`config.mk`:
```
export PLATFORM = sky130hd
export DESIGN_NAME = instr_fetch_unit
export DESIGN_NICKNAME = d
export VERILOG_FILES = /design/src/rtl/proc_pkg.sv /design/src/rtl/fetch_fifo.sv /design/src/rtl/instr_fetch_unit.sv
export SDC_FILE = /design/constraint.sdc
export NUM_CORES = 1
export LEC_CHECK = 0
export CAP_MARGIN = 20
export CORE_ASPECT_RATIO = 0.75
export CORE_MARGIN = 1
export CORE_UTILIZATION = 61
export CTS_BUF_LIST = sky130_fd_sc_hd__clkbuf_8
export CTS_CLUSTER_DIAMETER = 60
export DETAILED_ROUTE_END_ITERATION = 8
export PLACE_DENSITY = 0.86
export SETUP_SLACK_MARGIN = 0.05
export SKIP_LAST_GASP = 1
export SLEW_MARGIN = 15
export SYNTH_ARGS = -nofsm -noshare
export SYNTH_HDL_FRONTEND = slang
export SYNTH_SLANG_ARGS = --single-unit
export TNS_END_PERCENT = 30
```
`constraint.sdc`:
```
create_clock -name clk -period 5.25 [get_ports clk]
set_input_delay 1.3125 -clock clk [delete_from_list [all_inputs] [get_ports clk]]
set_output_delay 1.3125 -clock clk [all_outputs]
set_load 0.01 [all_outputs]
```
`src/rtl/proc_pkg.sv`:
```
// Shared constants and types for the instruction fetch stage.
// Imported by the prefetch queue and the fetch unit top level.
package proc_pkg;

   localparam int ADDR_W     = 16;
   localparam int INSTR_W    = 16;
   localparam int DEPTH      = 4;
   localparam int PC_STEP    = 2;
   localparam int COUNT_W    = $clog2(DEPTH) + 1;
   localparam int OPCODE_MSB = 15;
   localparam int OPCODE_LSB = 12;

   localparam logic [ADDR_W-1:0] RESET_PC = 16'h0000;

   typedef enum logic [1:0] {
      S_IDLE    = 2'd0,
      S_WAIT    = 2'd1,
      S_DISCARD = 2'd2
   } fetch_state_e;

   typedef struct packed {
      logic [INSTR_W-1:0] instr;
      logic [ADDR_W-1:0]  pc;
   } fetch_entry_t;

   function automatic logic [OPCODE_MSB-OPCODE_LSB:0] opcode_of(input logic [INSTR_W-1:0] instr);
      return instr[OPCODE_MSB:OPCODE_LSB];
   endfunction

endpackage

```
`src/rtl/fetch_fifo.sv`:
```
// Prefetch queue: DEPTH entries of WIDTH bits, flush has priority over push/pop.
// The head reads as zero while the queue is empty.
module fetch_fifo #(
   parameter int WIDTH = 32,
   parameter int DEPTH = 4
) (
   input  logic                       clk,
   input  logic                       rst_n,
   input  logic                       push,
   input  logic [WIDTH-1:0]           push_data,
   input  logic                       pop,
   input  logic                       flush,
   output logic [$clog2(DEPTH):0]     count,
   output logic [WIDTH-1:0]           head
);

   localparam int PTR_W = $clog2(DEPTH);
   localparam int CNT_W = PTR_W + 1;

   logic [WIDTH-1:0] mem_q [DEPTH];
   logic [PTR_W-1:0] rd_ptr_q, rd_ptr_d;
   logic [PTR_W-1:0] wr_ptr_q, wr_ptr_d;
   logic [CNT_W-1:0] count_q, count_d;
   logic             do_push;
   logic             do_pop;

   assign do_push = push && ((count_q != CNT_W'(DEPTH)) || pop);
   assign do_pop  = pop && (count_q != '0);

   // NOTE: every signal written here gets a default first, so no path can infer a latch.
   always_comb begin
      rd_ptr_d = rd_ptr_q;
      wr_ptr_d = wr_ptr_q;
      count_d  = count_q;
      if (flush) begin
         rd_ptr_d = '0;
         wr_ptr_d = '0;
         count_d  = '0;
      end else begin
         if (do_push) wr_ptr_d = wr_ptr_q + PTR_W'(1);
         if (do_pop)  rd_ptr_d = rd_ptr_q + PTR_W'(1);
         count_d = count_q + CNT_W'(do_push) - CNT_W'(do_pop);
      end
   end

   // NOTE: state flops use non-blocking assignment so every flop samples pre-edge values.
   always_ff @(posedge clk or negedge rst_n) begin
      if (!rst_n) begin
         rd_ptr_q <= '0;
         wr_ptr_q <= '0;
         count_q  <= '0;
      end else begin
         rd_ptr_q <= rd_ptr_d;
         wr_ptr_q <= wr_ptr_d;
         count_q  <= count_d;
      end
   end

   // NOTE: storage is deliberately not reset; count_q alone decides which entries are live.
   always_ff @(posedge clk) begin
      if (do_push && !flush) mem_q[wr_ptr_q] <= push_data;
   end

   assign count = count_q;
   assign head  = (count_q != '0) ? mem_q[rd_ptr_q] : '0;

endmodule

```
`src/rtl/instr_fetch_unit.sv`:
```
// Fetch stage: owns the fetch PC, keeps one request in flight to instruction
// memory, queues returned instructions and hands them to decode.
module instr_fetch_unit
   import proc_pkg::*;
(
   input  logic               clk,
   input  logic               reset,
   output logic               imem_req,
   output logic [ADDR_W-1:0]  imem_addr,
   input  logic               imem_ack,
   input  logic [INSTR_W-1:0] imem_rdata,
   input  logic               redirect_valid,
   input  logic [ADDR_W-1:0]  redirect_pc,
   output logic               instr_valid,
   output logic [INSTR_W-1:0] instr,
   output logic [ADDR_W-1:0]  instr_pc,
   input  logic               instr_ready
);

   fetch_state_e        state_q, state_d;
   logic [ADDR_W-1:0]   fetch_pc_q, fetch_pc_d;
   logic [ADDR_W-1:0]   req_pc_q, req_pc_d;
   logic [COUNT_W-1:0]  count;
   logic                space_ok;
   logic                issue;
   logic                push;
   logic                pop;
   fetch_entry_t        push_entry;
   fetch_entry_t        head_entry;

   // Only S_IDLE issues, so nothing else is in flight and the free slot is the reservation.
   assign space_ok = (count < COUNT_W'(DEPTH));

   always_comb begin
      state_d    = state_q;
      fetch_pc_d = fetch_pc_q;
      req_pc_d   = req_pc_q;
      issue      = 1'b0;
      push       = 1'b0;
      case (state_q)
         S_IDLE: begin
            if (!redirect_valid && space_ok) begin
               issue      = 1'b1;
               state_d    = S_WAIT;
               req_pc_d   = fetch_pc_q;
               fetch_pc_d = fetch_pc_q + ADDR_W'(PC_STEP);
            end
         end
         S_WAIT: begin
            if (imem_ack) begin
               push    = !redirect_valid;
               state_d = S_IDLE;
            end else if (redirect_valid) begin
               state_d = S_DISCARD;
            end
         end
         S_DISCARD: begin
            if (imem_ack) state_d = S_IDLE;
         end
         default: state_d = S_IDLE;
      endcase
      if (redirect_valid) fetch_pc_d = redirect_pc;
   end

   always_ff @(posedge clk or negedge reset) begin
      if (!reset) begin
         state_q    <= S_IDLE;
         fetch_pc_q <= RESET_PC;
         req_pc_q   <= '0;
      end else begin
         state_q    <= state_d;
         fetch_pc_q <= fetch_pc_d;
         req_pc_q   <= req_pc_d;
      end
   end

   // The FSM already rests in S_IDLE during reset; gating keeps the strobe low until release.
   assign imem_req  = issue && reset;
   assign imem_addr = imem_req ? fetch_pc_q : '0;

   assign push_entry = '{instr: imem_rdata, pc: req_pc_q};
   assign pop        = instr_valid && instr_ready;

   fetch_fifo #(
      .WIDTH ($bits(fetch_entry_t)),
      .DEPTH (DEPTH)
   ) u_fifo (
      .clk       (clk),
      .rst_n     (reset),
      .push      (push),
      .push_data (push_entry),
      .pop       (pop),
      .flush     (redirect_valid),
      .count     (count),
      .head      (head_entry)
   );

   assign instr_valid = (count != '0);
   assign instr       = instr_valid ? head_entry.instr : '0;
   assign instr_pc    = instr_valid ? head_entry.pc    : '0;

endmodule
```
==> out/metrics.cfg <==
[worst_setup_path]
cp_common_cell = sky130_fd_sc_hd__clkdlybuf4s50_1
critPathKind = in2out
path_cells = clkdlybuf4s50_1 -> nor4_2 -> buf_4 -> and3_1 -> clkdlybuf4s50_1
critical-path-max-stage-delay_ps = 540
critical_path.top_delay_family = buffers and inverters
setup.worst_path.start_class = input pin
worst_ep_arrival_time_ps = 3090
critical_path.max_fanout = 22
critical_path_s_slowest_cell = sky130_fd_sc_hd__clkdlybuf4s50_1
timing.critical_path.depth = 5
crit_required_ps = 3940
rr_worst_depth = 9
critical_path_buf_inv_count = 3
worstSetupEndpointType = output pin

[layout]
final_cell_mix = sky130_fd_sc_hd__edfxtp_1 (128), sky130_fd_sc_hd__clkdlybuf4s50_1 (85), sky130_fd_sc_hd__dfrtp_1 (40), sky130_fd_sc_hd__and2_1 (38), sky130_fd_sc_hd__mux4_2 (32)
fillers = 629
antenna_cells = 0
multiInputGateArea_sq_um = 1950
finish.net_count = 547
fin_util = 0.766
area.sequential_sq_um = 4870
final_layout_size_suffix_gt1_frac = 0.194
syn2layout_area_growth_pct = 21.5
most_common_library_cell_in_the_layout_ignoring_fill_and_taps = sky130_fd_sc_hd__edfxtp_1

[power_and_ir_drop]
design_power_total_mw = 3.69
p_leak_nw = 2.93
power.density_cell_area_nw_per_um2 = 438
vdd_ir_drop_max_v = 0.000232

[global_route]
grt_pass1_wl_mm = 21.1
grt_pass1_vias = 4078
grt_remaining_overflow = 0
grtUsageTotal = 0.244
grt_max_degree = 44
grt_antenna_before_repair = 0

[hold_path]
min_path_cells = 0
hp-class = reg2reg

[place]
gp_congestion = 0.830
dpl.hpwl_mm = 8.45
pre_cts_ws_ps = 864
io_buffer_count = 86

[timing]
max_slew_margin = 0.450
timing.final.max_slew_violations = 0
final_critical_path_setup_slack_ps = 843
skew_ps = 13.0
final_period_minus_worst_setup_slack_ps = 4410
setup-tns-final_ps = 0
fmaxAchievable_mhz = 227
timing.final.setup_violations = 0
rsz0062_at_grt = no
period_share = 0.839
max_slew.worst_pin.slew_ps = 825
finalHoldViolCount = 0

[clocking]
tritoncts = yes
clock_sinks = 169
post_cts_resized = 0
cts_root_buf = sky130_fd_sc_hd__clkbuf_8
clkLatencyLatePin_ps = 440
max-clock-path-buffers = 2
clk_transition_reported_paths_ps = 80
ctsHtreeMaxLevel = 4
cts.hold.buffers_added = 0
cts_post_setup_buffers_inserted = 0
cts_inserted_buffers = 17

[synth]
syn_area_per_cell_sq_um = 17.1
yosys_warnings = 0
synth.lib_cells_used.distinct = 33
synth-seq-area-share = 0.703
syn-instance-count = 405
syn_area_sq_um = 6920
synth.net_count = 450
number_of_synthesized_register_bits = 169

[routing]
finalWirelength_mm = 12.9
final_antenna_net_count = 0
drcViolationCount = 14
drt-vias-per-instance = 5.90
wl_per_cell_um = 19.7
first_pass_iteration_count_of_the_detailed_router = 8
initialDrtViolationCount = 302
vias = 3862

[die]
coreArea_sq_um = 11000
die_height_um = 94.3
ios = 87
initial_utilization = 0.630
std_cell_rows = 33
die_w_um = 125
fp.dieArea_sq_um = 11800

[outcome]
violations = design-rule violations
status = finished with violations

[run]
max_cap_violations = 0

==> registers in the layout, indices dropped and copies added, names as in the netlist <==
signal	flops
state_q	2
u_fifo.rd_ptr_q	2
u_fifo.mem_q	128
fetch_pc_q	16
req_pc_q	16
u_fifo.wr_ptr_q	2
u_fifo.count	3
==> path summary, 6_finish.rpt <==
| kind | startpoint | endpoint | slack [ps] |
|---|---|---|---|
| max reg2reg | u_fifo.count[2] | u_fifo.count[2] | 2570 |
| min reg2reg | req_pc_q[1] | u_fifo.mem_q[3][1] | 520 |
| min | req_pc_q[1] | u_fifo.mem_q[3][1] | 520 |
| max | redirect_valid | imem_addr[15] | 840 |
| max in group asynchronous | reset | u_fifo.count[2] | 3600 |
| min in group asynchronous | reset | fetch_pc_q[12] | 890 |
==> layout make-up <==
class | count | area share
clock buffers | 17 | 0.0278
clock inverters | 15 | 0.0177
inverters | 7 | 0.00312
repair buffers | 100 | 0.120
flip-flops and latches | 169 | 0.579
well taps | 140 | 0.0208
multi-input cells | 207 | 0.232
==> layer usage <==
layer	up-vias	GRT usage	wire length [um]
met5	-	0	0
met4	0	0.0884	151
met3	12	0.0609	555
met2	113	0.412	6590
met1	1989	0.311	5610
li1	1748	-	-
==> per-stage QoR <==
stage / cells / cell area, sq um / hold WS [ps]
2_1_floorplan: 405 / 6920 / 472
3_3_place_gp: 622 / 8010 / 493
3_5_place_dp: 622 / 8010 / 506
4_1_cts: 654 / 8400 / 526
5_1_grt: 655 / 8410 / 545
6_report: 655 / 8410 / 521
==> synth_stat cells <==
cell type | n | area, sq um
sky130_fd_sc_hd__edfxtp_1 | 128 | 3840
sky130_fd_sc_hd__dfrtp_1 | 41 | 1030
sky130_fd_sc_hd__and2_1 | 38 | 238
sky130_fd_sc_hd__mux4_2 | 32 | 721
sky130_fd_sc_hd__mux2_2 | 20 | 225
sky130_fd_sc_hd__nand2_1 | 19 | 71.3
sky130_fd_sc_hd__clkbuf_1 | 18 | 67.6
sky130_fd_sc_hd__and3_1 | 16 | 100
sky130_fd_sc_hd__o21ai_0 | 12 | 60.1
sky130_fd_sc_hd__xnor2_1 | 10 | 87.6
sky130_fd_sc_hd__nor2_1 | 8 | 30.0
sky130_fd_sc_hd__ha_1 | 7 | 87.6
sky130_fd_sc_hd__inv_1 | 7 | 26.3
sky130_fd_sc_hd__nand3_1 | 7 | 35.0
sky130_fd_sc_hd__nor4_1 | 6 | 37.5
sky130_fd_sc_hd__xor2_1 | 6 | 52.6
sky130_fd_sc_hd__nor2b_1 | 4 | 25.0
sky130_fd_sc_hd__nor3_1 | 4 | 20.0
sky130_fd_sc_hd__buf_1 | 3 | 11.3
sky130_fd_sc_hd__nand4_1 | 3 | 18.8
sky130_fd_sc_hd__mux2i_1 | 2 | 20.0
sky130_fd_sc_hd__or3_1 | 2 | 12.5
sky130_fd_sc_hd__or4_1 | 2 | 15.0
sky130_fd_sc_hd__a2111oi_0 | 1 | 8.76
sky130_fd_sc_hd__a21oi_1 | 1 | 5.00
sky130_fd_sc_hd__buf_2 | 1 | 5.00
sky130_fd_sc_hd__fa_1 | 1 | 20.0
sky130_fd_sc_hd__nand3b_1 | 1 | 7.51
sky130_fd_sc_hd__nor3b_1 | 1 | 7.51
sky130_fd_sc_hd__nor4b_1 | 1 | 8.76
sky130_fd_sc_hd__o211ai_1 | 1 | 7.51
sky130_fd_sc_hd__or4_4 | 1 | 11.3
sky130_fd_sc_hd__or4b_1 | 1 | 10.0
==> kinds of logic (layout without fill, tap and decap cells) <==
kind of cell	Yosys count	count (layout)	share of synthesized area
AO/OA/AOI/OAI	15	15	0.0117
XOR/XNOR	16	16	0.0202
adder cells (fa/ha/maj)	8	8	0.0155
buffers and inverters	29	139	0.0159
flip-flops	169	169	0.703
multiplexers	54	54	0.140
AND/OR/NAND/NOR	114	114	0.0936
==> power by group <==
part           total (mW)  leakage, nW  internal, mW  switching [mW]
registers            1.83         1.66          1.63           0.200
clock network       0.889        0.189         0.423           0.465
logic               0.972         1.09         0.591           0.381
Note: power is estimated with default switching activity, not from simulation.
